<file path="config.mk">
export PLATFORM = sky130hd
export DESIGN_NAME = if_stage
export DESIGN_NICKNAME = d
export VERILOG_FILES = /design/src/rtl/if_stage_pkg.sv /design/src/rtl/if_stage.sv
export SDC_FILE = /design/constraint.sdc
export NUM_CORES = 1
export LEC_CHECK = 0
export CAP_MARGIN = 20
export CORE_ASPECT_RATIO = 1.4
export CORE_MARGIN = 2
export CORE_UTILIZATION = 45
export CTS_CLUSTER_DIAMETER = 40
export DETAILED_ROUTE_END_ITERATION = 8
export PLACE_DENSITY = 0.75
export SLEW_MARGIN = 20
export SYNTH_ARGS = -nofsm -noshare
export SYNTH_HDL_FRONTEND = slang
export SYNTH_SLANG_ARGS = --single-unit
</file>
<file path="constraint.sdc">
create_clock -name clk -period 2.26 [get_ports clk]
set_input_delay 0.226 -clock clk [delete_from_list [all_inputs] [get_ports clk]]
set_output_delay 0.226 -clock clk [all_outputs]
set_load 0.05 [all_outputs]
</file>
<file path="src/rtl/if_stage_pkg.sv">
// Shared definitions for the instruction-fetch stage: datapath widths and
// the fetch FSM state encoding.
package if_stage_pkg;

    localparam int AddrLen = 32;
    localparam int InstLen = 32;
    localparam logic [InstLen-1:0] ZERO_WORD = '0;

    // Four byte beats per instruction need a 2-bit beat counter.
    localparam int ByteCntLen   = 2;
    localparam int BytesPerInst = InstLen / 8;

    typedef enum logic {
        IF_FETCH = 1'b0,
        IF_DONE  = 1'b1
    } if_state_t;

    // Instructions are word aligned; redirect targets drop their low two bits.
    function automatic logic [AddrLen-1:0] word_align(input logic [AddrLen-1:0] addr);
        return {addr[AddrLen-1:2], 2'b00};
    endfunction

endpackage

</file>
<file path="src/rtl/if_stage.sv">
// Instruction-fetch stage: owns the PC, assembles each instruction from four
// byte reads, and presents {pc, inst} to IF/ID, holding it under stall.
module if_stage
    import if_stage_pkg::*;
#(
    parameter int                  ADDR_LEN = AddrLen,
    parameter int                  INST_LEN = InstLen,
    parameter logic [ADDR_LEN-1:0] RESET_PC = '0
) (
    input  logic                clk,
    input  logic                rst,
    output logic                mem_req_o,
    output logic [ADDR_LEN-1:0] mem_addr_o,
    input  logic                mem_ack_i,
    input  logic [7:0]          mem_data_i,
    input  logic                jump_i,
    input  logic [ADDR_LEN-1:0] jump_addr_i,
    input  logic                stall_i,
    output logic [ADDR_LEN-1:0] pc_o,
    output logic [INST_LEN-1:0] inst_o,
    output logic                inst_valid_o,
    output logic                stall_if_o
);

    localparam int NumLanes = INST_LEN / 8;

    if_state_t             state_reg, state_next;
    logic [ADDR_LEN-1:0]   pc_reg, pc_next;
    logic [ByteCntLen-1:0] byte_cnt_reg, byte_cnt_next;
    logic [INST_LEN-9:0]   buf_reg, buf_next;
    logic [ADDR_LEN-1:0]   pc_out_reg, pc_out_next;
    logic [INST_LEN-1:0]   inst_out_reg, inst_out_next;
    logic                  valid_reg, valid_next;

    logic                  capture;
    logic                  last_byte;
    logic [NumLanes-2:0]   lane_we;

    // A beat is only accepted when no redirect is happening the same cycle.
    assign capture   = (state_reg == IF_FETCH) && mem_ack_i && !jump_i;
    assign last_byte = (byte_cnt_reg == ByteCntLen'(NumLanes - 1));

    // The final byte goes straight into the output word, so only the lower
    // lanes need buffering.
    genvar gi;
    generate
        for (gi = 0; gi < NumLanes - 1; gi++) begin : g_lane
            assign lane_we[gi] = capture && (byte_cnt_reg == ByteCntLen'(gi));
            assign buf_next[gi*8 +: 8] = lane_we[gi] ? mem_data_i : buf_reg[gi*8 +: 8];
        end
    endgenerate

    always_comb begin
        state_next    = state_reg;
        pc_next       = pc_reg;
        byte_cnt_next = byte_cnt_reg;
        pc_out_next   = pc_out_reg;
        inst_out_next = inst_out_reg;
        valid_next    = valid_reg;

        if (jump_i) begin
            pc_next       = {jump_addr_i[ADDR_LEN-1:2], 2'b00};
            state_next    = IF_FETCH;
            byte_cnt_next = '0;
            valid_next    = 1'b0;
        end else begin
            case (state_reg)
                IF_FETCH: begin
                    if (mem_ack_i) begin
                        if (last_byte) begin
                            state_next    = IF_DONE;
                            byte_cnt_next = '0;
                            valid_next    = 1'b1;
                            pc_out_next   = pc_reg;
                            inst_out_next = {mem_data_i, buf_reg};
                            pc_next       = pc_reg + ADDR_LEN'(NumLanes);
                        end else begin
                            byte_cnt_next = byte_cnt_reg + ByteCntLen'(1);
                        end
                    end
                end
                IF_DONE: begin
                    if (!stall_i) begin
                        state_next    = IF_FETCH;
                        byte_cnt_next = '0;
                        valid_next    = 1'b0;
                    end
                end
                default: begin
                    state_next    = IF_FETCH;
                    byte_cnt_next = '0;
                end
            endcase
        end
    end

    always_ff @(posedge clk or negedge rst) begin
        if (!rst) begin
            state_reg    <= IF_FETCH;
            pc_reg       <= RESET_PC;
            byte_cnt_reg <= '0;
            buf_reg      <= '0;
            pc_out_reg   <= '0;
            inst_out_reg <= '0;
            valid_reg    <= 1'b0;
        end else begin
            state_reg    <= state_next;
            pc_reg       <= pc_next;
            byte_cnt_reg <= byte_cnt_next;
            buf_reg      <= buf_next;
            pc_out_reg   <= pc_out_next;
            inst_out_reg <= inst_out_next;
            valid_reg    <= valid_next;
        end
    end

    // Gated by rst so the request drops the instant reset is asserted.
    assign mem_req_o    = rst && (state_reg == IF_FETCH);
    assign mem_addr_o   = pc_reg + ADDR_LEN'(byte_cnt_reg);
    assign stall_if_o   = (state_reg == IF_FETCH);
    assign pc_o         = pc_out_reg;
    assign inst_o       = inst_out_reg;
    assign inst_valid_o = valid_reg;

endmodule
</file>
# Word-level counts from Yosys, hierarchy flattened

Index checks and enable logic that the tools add are counted.

Register bits: 124
Input bits: 45
Logic and storage cells: 54
Output and inout bits: 99

Add/subtract/negate cells: 3
Multiplexer cells: 19
Reductions and logical operators: 14
Eq/ne operators: 7
Bitwise logic cells: 2

Operators by type and width:

| kind                                                                     | number |
|---|---|
| 32-bit 2-to-1 mux                                                        | 4 |
| 32-bit by 2-bit adder with 32-bit output                                 | 1 |
| 32-bit by 3-bit adder with 32-bit output (second input constant)         | 1 |
| 1-bit 2-to-1 mux                                                         | 8 |
| 2-bit 2-to-1 mux                                                         | 4 |
| 1-bit logical AND                                                        | 6 |
| 3-bit inequality test (second input constant)                            | 2 |
| 3-bit AND reduction                                                      | 2 |
| 2-bit == test (second input constant)                                    | 2 |
| 1-bit case mux with 2 select lines                                       | 2 |
| 2-bit case mux with 2 select lines                                       | 1 |
| 4-bit AND reduction                                                      | 1 |
| 2-bit nonzero test                                                       | 2 |
| 3-bit by 2-bit inequality test with 1-bit output (second input constant) | 1 |
| 2-bit by 1-bit adder with 2-bit output (second input constant)           | 1 |
| 2-bit by 1-bit == test with 1-bit output (second input constant)         | 1 |
| 2-bit logical NOT                                                        | 1 |
| 2-bit inequality test (second input constant)                            | 1 |
| 1-bit inverter                                                           | 2 |
| 2-bit AND reduction                                                      | 1 |
| 1-bit logical NOT                                                        | 1 |

# Depth between registers and ports, before layout

Word-level depth: 5
Depth in mapped cells: 7
Mapped depth without buffers: 6

# Least setup slack after synthesis

Ideal clock, no wire load.

Path kind: register to register
Start: reg byte_cnt_reg[0]
End: reg pc_reg[25]
Arrival: 2.055 ns
Setup time: 0.125 ns
Slack: 0.080 ns
Required time: 2.135 ns
Stages on the path, launching flop included: 8
Path buffers: 1
Path through: dfrtp_1 -> ha_1 -> nand3b_1 -> buf_2 -> nor3_1 -> nand3_1 -> xnor2_1 -> mux2_2

Longest elaborated chain between the ends: 3

RTL lines:

| element                              | line            | RTL |
|---|---|---|
| start: declaration                   | if_stage.sv:29  | `logic [ByteCntLen-1:0] byte_cnt_reg, byte_cnt_next;` |
| start signal: assignment             | if_stage.sv:109 | `byte_cnt_reg <= byte_cnt_next;` |
| 2-bit == test                        | if_stage.sv:41  | `assign last_byte = (byte_cnt_reg == ByteCntLen'(NumLanes - 1));` |
| 2-bit nonzero test (no source line)  | n/a             |  |
| 3-bit AND reduction (no source line) | n/a             |  |
| end signal: assignment               | if_stage.sv:108 | `pc_reg <= pc_next;` |
| end: declaration                     | if_stage.sv:28  | `logic [ADDR_LEN-1:0] pc_reg, pc_next;` |

Every way passes these cells.
A chain may end at the register's enable or synchronous reset.

# Final worst setup path

Start: reg byte_cnt_reg[0]
End: reg pc_reg[14]

Same word-level chain as after synthesis.

==> results.py <==
metrics = {
    "run_status": {
        "status": "finished clean",
    },
    "power": {
        "comb_power_share_pct": 24.6,
        "p_sw_uw": 2270,
        "power_frac_seq_pct": 39.7,
        "p_int_uw": 4500,
        "ir_drop_mv": 0.538,
        "clkPwrFrac_pct": 35.8,
        "p_leak_uw": 0.00343,
        "swShare_pct": 33.6,
        "power.density_mw_per_mm2": 921,
    },
    "sta": {
        "period_minus_slack_ps": 2030,
        "rsz0062_at_grt": "false",
        "setup_viol": 0,
        "slew_viol_final": 0,
        "clock.fmax_mhz": 494,
        "fin_tns_setup_ps": 0,
        "tightest_slew_ps": 577,
        "finalHoldViolCount": 0,
        "slew_headroom_pct": 61.4,
        "finalCritPeriodShare_pct": 89.6,
        "skew_ps": 5.30,
    },
    "synthesis": {
        "synthSimpleGateAreaFrac_pct": 23.0,
        "synthMuxAreaShare_pct": 5.90,
        "synth_seq_cells": 120,
        "synth.cell_area_mm2": 0.00532,
        "seq_area_frac_synth_pct": 56.4,
        "synth_xor_area_share_pct": 4.61,
        "synth_compound_area_share_pct": 3.88,
        "synth_ff_type": "dfrtp_1",
        "synth_cell_types": 39,
        "avgSynthCellArea_um2": 9.52,
        "synthAdderAreaFrac_pct": 1.18,
        "synth_async_sr_flop_share_pct": 100,
        "yosys_warnings": 0,
        "synth_top_family_by_area": "simple AND/OR/NAND/NOR gates",
        "synth_edf_count": 0,
        "synthesis.instances": 559,
    },
    "die": {
        "start_util_pct": 45.5,
        "boundaryPins": 144,
        "dieHeight_um": 133,
        "die_x_um": 95.9,
        "die_area_mm2": 0.0127,
        "rows": 47,
        "core-area_mm2": 0.0117,
    },
    "drt": {
        "drtPass1Iterations": 5,
        "vias_per_cell": 4.98,
        "drc": 0,
        "ant_nets": 0,
        "routed_wirelength_um": 13400,
        "vias": 4165,
        "first_iter_violations": 124,
        "wl_per_cell_um": 16.1,
    },
    "clock_tree": {
        "clk_root_buffer_cell": "clkbuf_16",
        "clkTransAtPathRegs_ps": 60,
        "post_cts_buffers": 0,
        "cts.sinks": 120,
        "tritoncts": "done",
        "htree_levels": 4,
        "clkLatencyLatePin_ps": 410,
        "numCtsBuffers": 17,
        "clockBufferDepth": 2,
    },
    "cells_and_area": {
        "final_nets": 726,
        "drive_gt1_share_pct": 13.2,
        "layout_common_cells": "nand2_1 (212), clkdlybuf4s50_1 (136), dfrtp_1 (120)",
        "layout_commonest_cell": "nand2_1",
        "area_growth_pct": 38.3,
        "largest_reg_flops": 32,
        "final_cell_area_mm2": 0.00736,
        "n_antenna_cell": 0,
    },
    "placed_design": {
        "place_congestion": 0.849,
        "dp_hpwl_um": 9450,
        "placed_cell_area_mm2": 0.00680,
        "io_buffers": 139,
    },
    "global_route": {
        "grt_first_pass_wirelength_um": 21900,
        "grt_pass1_vias": 4355,
        "antenna_found_initial": 0,
        "grt.overflow.total": 0,
        "grt_max_degree": 85,
        "track_usage_pct": 22.3,
    },
    "setup_path": {
        "crit_required_ps": 2530,
        "cp.arrival_ps": 2300,
        "startpoint_type": "register",
        "cp-end-kind": "register",
        "criticalPathCategory": "register to register",
        "cp_max_fo": 14,
    },
    "run": {
        "maxCapViolCount": 0,
    },
    "worst_hold_path": {
        "hold_class": "primary input to async pin",
    },
}
==> cell families after synthesis <==
group / after synthesis
AOI/OAI and AO/OA: 37
xor gates and xnor gates: 28
adders and majority gates: 5
buffers and inverters: 65
DFF: 120
muxes: 28
other: 1
and+or+nand+nor: 275
==> final cells by class <==
cell class,instances,area [um^2]
fillers,947,4350
clock inverters,14,100
inverters,6,22.5
flip-flops and latches,120,3000
multi-input cells,375,2070
clock buffers,18,439
well taps,147,184
repair buffers,156,1540
==> per-layer routing <==
layer	vias to the layer above	track usage, %	share of wire [%]
li1	2008	-	-
met2	133	39.3	53
met5	-	0	0
met4	0	5.00	0.95
met1	2012	25.8	39
met3	12	7.80	7.0
==> worst paths after layout <==
kind | depth (start not counted) | endpoint | start | slack [ps]
setup / recovery | 8 | pc_reg[14] | byte_cnt_reg[0] | 230
hold / removal | 2 | inst_o[5] | rst | 330
setup reg to reg | 8 | pc_reg[14] | byte_cnt_reg[0] | 230
hold reg to reg | 2 | inst_o[8] | buf_reg[8] | 460
max in group asynchronous | 3 | inst_o[16] | rst | 1070
min in group clk | 3 | pc_reg[31] | jump_addr_i[31] | 360
==> cell usage after synthesis (6+ instances only) <==
cell type	count	area, um^2
nand3_1	14	70.1
xor2_1	12	105
mux2_2	27	304
nand2_1	213	800
and3_1	7	43.8
o21ai_0	20	100
o21ai_1	9	45.0
clkbuf_1	50	188
xnor2_1	16	140
nor2_1	7	26.3
nand4_1	7	43.8
inv_1	6	22.5
dfrtp_1	120	3000
==> power by group through the flow <==
| stage | registers, uW | clock network (uW) | logic (uW) |
|---|---|---|---|
| floorplan | 3190 | 0 | 572 |
| global placement | 2710 | 0 | 1640 |
| detailed placement | 2720 | 0 | 1670 |
| CTS | 2690 | 2470 | 1680 |
| global route | 2730 | 2570 | 1770 |
| finish | 2690 | 2420 | 1660 |
==> critical path, cell delays in order (launching register included) <==
cell and delay, ps:
dfrtp_1 420, ha_1 250, nand3b_1 100, buf_4 210, nor3_4 320, buf_4 210, and3_1 180, xnor2_1 120
o21ai_1 80
==> metrics by stage <==
| step | util, % | total power, uW | cells | worst slack, ps | hold slack, ps |
|---|---|---|---|---|---|
| global route | 62.9 | 7070 | 836 | 97.0 | 364 |
| detailed placement | 58.1 | 4390 | 803 | 114 | 221 |
| finish | 62.9 | 6770 | 836 | 235 | 326 |
| CTS | 62.8 | 6840 | 836 | 173 | 336 |
| global placement | 58.1 | 4340 | 803 | 190 | 215 |
| floorplan | - | 3760 | 560 | 80.0 | -69.6 |
==> repair_timing <==
action	in CTS	in global routing
hold buffers	1	0
setup endpoints to repair	0	1
endpoints found under the hold margin	36	0
gates resized for setup	0	1
Power figures use the tool's default switching activity.
